File: src/rtl/data_memory_seq.sv
// Parametrised data memory with a registered read port and an init sequencer
// that rewrites the power-on pattern one word per cycle after clear or reinit.
module data_memory_seq #(
   parameter int DATA_WIDTH = 8,
   parameter int ADDR_WIDTH = 8,
   parameter int DEPTH      = 32
) (
   input  logic                  clock,
   input  logic                  clear,
   input  logic                  reinit,
   input  logic                  signal_memread,
   input  logic                  signal_memwrite,
   input  logic [ADDR_WIDTH-1:0] address,
   input  logic [DATA_WIDTH-1:0] data_to_write,
   output logic                  ready,
   output logic [DATA_WIDTH-1:0] data_out,
   output logic                  data_valid,
   output logic                  addr_error
);

   localparam int                    IDX_W     = (DEPTH > 1) ? $clog2(DEPTH) : 1;
   localparam int                    HALF      = DEPTH / 2;
   localparam logic [ADDR_WIDTH:0]   DEPTH_EXT = (ADDR_WIDTH+1)'(DEPTH);
   localparam logic [ADDR_WIDTH-1:0] LAST_PTR  = ADDR_WIDTH'(DEPTH - 1);
   localparam logic [ADDR_WIDTH-1:0] HALF_A    = ADDR_WIDTH'(HALF);
   localparam logic [DATA_WIDTH-1:0] HALF_D    = DATA_WIDTH'(HALF);

   typedef enum logic {S_INIT, S_RUN} state_t;

   state_t                  state;
   logic [ADDR_WIDTH-1:0]   init_ptr;
   logic [DATA_WIDTH-1:0]   mem [DEPTH];

   logic                    in_range;
   logic [IDX_W-1:0]        acc_idx;
   logic                    mem_we;
   logic [IDX_W-1:0]        mem_waddr;
   logic [DATA_WIDTH-1:0]   mem_wdata;

   // Upper half counts down from zero: H - i equals -(i-H) modulo 2**DATA_WIDTH.
   function automatic logic [DATA_WIDTH-1:0] init_pattern(input logic [ADDR_WIDTH-1:0] idx);
      logic [DATA_WIDTH-1:0] idx_d;
      idx_d = DATA_WIDTH'(idx);
      if (idx < HALF_A) return idx_d;
      return HALF_D - idx_d;
   endfunction

   assign in_range = {1'b0, address} < DEPTH_EXT;
   assign acc_idx  = address[IDX_W-1:0];

   // Single write port shared by the sequencer and the access path.
   always_comb begin
      mem_we    = 1'b0;
      mem_waddr = '0;
      mem_wdata = '0;
      if (!clear) begin
         if (state == S_INIT && !reinit) begin
            mem_we    = 1'b1;
            mem_waddr = init_ptr[IDX_W-1:0];
            mem_wdata = init_pattern(init_ptr);
         end else if (state == S_RUN && !reinit && signal_memwrite && in_range) begin
            mem_we    = 1'b1;
            mem_waddr = acc_idx;
            mem_wdata = data_to_write;
         end
      end
   end

   always_ff @(posedge clock) begin
      if (mem_we) mem[mem_waddr] <= mem_wdata;
   end

   always_ff @(posedge clock or posedge clear) begin
      if (clear) begin
         state      <= S_INIT;
         init_ptr   <= '0;
         ready      <= 1'b0;
         data_out   <= '0;
         data_valid <= 1'b0;
         addr_error <= 1'b0;
      end else begin
         data_valid <= 1'b0;
         addr_error <= 1'b0;
         case (state)
            S_INIT: begin
               if (reinit) begin
                  init_ptr <= '0;
               end else if (init_ptr == LAST_PTR) begin
                  state    <= S_RUN;
                  ready    <= 1'b1;
                  init_ptr <= '0;
               end else begin
                  init_ptr <= init_ptr + ADDR_WIDTH'(1);
               end
            end
            S_RUN: begin
               if (reinit) begin
                  state    <= S_INIT;
                  ready    <= 1'b0;
                  init_ptr <= '0;
               end else begin
                  // mem read here sees the pre-edge word, giving read-before-write.
                  if (signal_memread) begin
                     data_valid <= 1'b1;
                     data_out   <= in_range ? mem[acc_idx] : '0;
                  end
                  addr_error <= (signal_memread | signal_memwrite) & ~in_range;
               end
            end
            default: begin
               state <= S_INIT;
               ready <= 1'b0;
            end
         endcase
      end
   end

endmodule
File: config.mk
export PLATFORM = sky130hd
export DESIGN_NAME = data_memory_seq
export DESIGN_NICKNAME = d
export VERILOG_FILES = /design/src/rtl/data_memory_seq.sv
export SDC_FILE = /design/constraint.sdc
export NUM_CORES = 1
export LEC_CHECK = 0
export CAP_MARGIN = 20
export CELL_PAD_IN_SITES_DETAIL_PLACEMENT = 0
export CELL_PAD_IN_SITES_GLOBAL_PLACEMENT = 2
export CORE_AREA = 2 2 184 186
export DETAILED_ROUTE_END_ITERATION = 16
export DIE_AREA = 0 0 186 188
export PLACE_DENSITY = 0.58
export SYNTH_ARGS = -nofsm -noshare
export SYNTH_HDL_FRONTEND = slang
export SYNTH_SLANG_ARGS = --single-unit
File: constraint.sdc
create_clock -name clock -period 9.6 [get_ports clock]
set_input_delay 2.88 -clock clock [delete_from_list [all_inputs] [get_ports clock]]
set_output_delay 2.88 -clock clock [all_outputs]
set_load 0.1 [all_outputs]
==> metrics.md <==
| Metric | Value |
|---|---|
| Status | `completed` |
| Mapped Nets | `~690` |
| HP Class | `reg -> reg` |
| Crit. End Element | `flop` |
| Post-CTS resize count | `0` |
| Worst r2r src | `state$_DFF_PP0_` |
| Residual DRC | `0` |
| CTS root buf | `clkbuf_16` |
| Slew Viols, Final | `0` |
| Grt total ovfl | `0` |
| First-pass DRT Iterations | `5` |
| Number of global-route vias before repair | `between 6000 and 7000` |
| Total I/O pin count | `32` |
| Pwr dens | `about 190 nW/um^2` |
| GRT Overall Usage | `16.4%` |
| Initial antenna violation count | `0` |
| Worst reg2reg endpoint | `mem[16][2]$_DFFE_PP_` |
| Final hold vios | `0` |
| Die width | `186 um` |
| Number of antenna diodes | `0` |
| Dpl hpwl | `between 15000 and 20000 um` |
| Largest net degree at the start of global routing | `53` |
| RD Place Congestion | `0.751` |
| CP Cell Sequence | `clkdlybuf4s50_1 -> or2_2 -> nand2_1 -> a21boi_0 -> nand4_1 -> nor2_1` |
| Hold-critical path endpoint | `ready$_DFFE_PP0P_` |
| Final setup fails | `0` |
| Iter 0 DRT Violations | `677` |
| Fillers | `3023` |
| Antenna viol nets, final | `0` |
| Nets | `roughly 730` |
| Register area | `slightly above 8000 um^2` |
| Worst-Margin Slew | `approximately 0.97 ns` |
| Port Buffers | `31` |
| R2r setup slk | `around 6.3 ns` |
| Yosys cell types | `51` |
| Mapped cell area | `11400 um^2` |
| Share of cells above drive strength 1 | `15.6%` |
| Cells on Worst Hold Path | `1` |
| WL per Instance | `23.6 um` |
| Setup TNS | `0 ns` |
| Synth area leader | `edfxtp_1` |
| Worst Reg-to-Reg Cells | `5` |
| Post-Synth Adder-Cell Area | `less than 1%` |
| Die Span Y | `188 um` |
| YS warnings | `0` |
| Buf/Inv on CP | `1` |
| Top cells by count, synth | `256 x edfxtp_1, 68 x mux2i_1, 52 x nor2_1` |
| Via density | `around 5.2` |
| Die area | `about 35000 um^2` |
| Top delay family on crit path | `simple AND/OR/NAND/NOR gates` |
| Worst EP required | `9.78 ns` |
| Mux contribution to synthesized area | `13.1%` |
| Most numerous cell in the Yosys netlist | `edfxtp_1` |
| Num Clock Sinks | `276` |
| Worst rel slew slack | `a little over a third` |
| CTS buffer count | `30` |
| F_max | `0.171 GHz` |
| Multi-input logic area | `~3000 um^2` |
| RSZ-0062 raised after global routing | `no` |
| CTS tree | `built` |
| #FFs+latches synth | `approximately 280` |
| Post-synth ARST share | `slightly above 7%` |
| Min cycle time layout | `between 5 and 6 ns` |
| CTS clk-pin slew, worst paths | `~0.060 ns` |
| Clock Path Buffers | `3` |
| Period Utilization, post-route | `61.0%` |
| Crit path DAT | `6.04 ns` |
| Total Power | `around 2500 uW` |
| Wirelength, routed | `approximately 28000 um` |
| Initial Util | `approximately a third` |
| Top cells by area, synth | `edfxtp_1 68%, mux4_2 6.3%, mux2i_1 6.0%` |
| DR vias | `slightly above 6000` |
| CP max-delay cell | `nor2_1` |
| Simple-gate portion of the synthesized area | `5.35%` |
| CP Max Fanout | `14` |
| Leak Pwr | `approximately 0.0044 uW` |
| Setup Skew | `0.0132 ns` |
| Xor and xnor area share after synthesis | `less than 1%` |
| Startpoint types | `input pin` |
| Hold Startpoint | `ready$_DFFE_PP0P_` |
| Largest family of logic cells by synthesized area | `multiplexers` |
| Site row count | `67` |
| Skew-Pair Late Insertion Delay | `0.55 ns` |
| Most used DFF post-synth | `edfxtp_1` |
| Htree depth | `1` |
| Synth Area in Compound Gates | `about 6.4%` |
| Max rail drop VDD | `0.000138 V` |
| Hold buffer count at cts | `0` |
| Max incr delay on CP | `about 0.9 ns` |
| Crit path kind | `in -> reg` |
| EDFF count, synth | `256` |
| Max-Cap Viols | `0` |
| Sequential fraction of the synthesis area | `between 70% and 80%` |
| Mapped Cells | `approximately 670` |
| Setup bufs post-CTS | `0` |
| Syn-to-layout area delta | `15.0%` |
| Total core area | `33100 um^2` |
| Global-route wire length before repair | `just over 40000 um` |
| Avg Inst Size Synth | `about 17 um^2` |
| Top cell type's share of synthesized area | `a little under 70%` |
power by group:
part / switching [uW] / internal [uW]
sequential: 4.55 / 1310
clock: 457 / 600
combinational: 88.8 / 50.1
total: 550 / 1970
through the flow:
step | cell area, um^2 | utilization (%) | hold slack [ns] | setup slack (ns) | std cells
after floorplan | 11400 | - | 0.502 | 3.77 | 671
after global placement | 12200 | 36.7 | 0.495 | 3.37 | 1124
after detailed placement | 12200 | 36.7 | 0.519 | 3.25 | 1125
after CTS | 13100 | 39.5 | 0.537 | 3.81 | 1179
after global routing | 13100 | 39.5 | 0.557 | 3.59 | 1179
final | 13100 | 39.5 | 0.532 | 3.74 | 1179
kinds of logic after synthesis:
family,count (synthesis)
buffers and inverters,45
muxes,108
AOI/OAI and AO/OA,103
xor gates and xnor gates,6
DFF,276
adders and majority gates,2
and+or+nand+nor,131
final cells by class:
class / instances / area share (%)
Clock buffer: 37 / 5.95
Clock inverter: 17 / 0.948
Inverter: 5 / 0.144
Multi-Input combinational cell: 350 / 22.8
Sequential cell: 276 / 62.7
Tap cell: 448 / 4.29
Timing Repair Buffer: 46 / 3.21
state kept, by name, summed over array words and instances, names as in the netlist:
name and cells:
init_ptr 8, mem 256, ready 1, data_valid 1, data_out 8, state 1
addr_error 1
placed cells by master (no fill, tap or decap), types with 9 or more instances in the layout:
cell type and count:
a21oi_1 24, nand2_1 29, nor2b_1 11, nand3_1 10, clkbuf_16 30, a22oi_1 18
buf_4 15, edfxtp_1 256, mux2i_1 68, clkdlybuf4s50_1 29, o21ai_0 11, mux4_2 32
nor2_1 52, a22o_1 9, dfrtp_1 20
metal layers:
| metal | wire, um | up-vias | global-route usage, % |
|---|---|---|---|
| li1 | - | 2734 | - |
| met2 | 13400 | 127 | 26.5 |
| met4 | 664 | 0 | 4.15 |
| met3 | 963 | 43 | 1.90 |
| met1 | 12800 | 3242 | 23.5 |
| met5 | 0 | - | 0 |
how the worst max path moves through the flow:
stage	startpoint	endpoint	slack (ns)	cells after the start
2_1_floorplan	address[7]	mem[0][1]$_DFFE_PP_	3.77	4
3_3_place_gp	clear	mem[26][3]$_DFFE_PP_	3.37	4
3_5_place_dp	reinit	mem[16][3]$_DFFE_PP_	3.25	6
4_1_cts	reinit	mem[16][1]$_DFFE_PP_	3.81	6
5_1_grt	reinit	mem[16][5]$_DFFE_PP_	3.59	6
6_report	reinit	mem[16][2]$_DFFE_PP_	3.74	6
No activity file was read; power rests on OpenSTA's default activity.
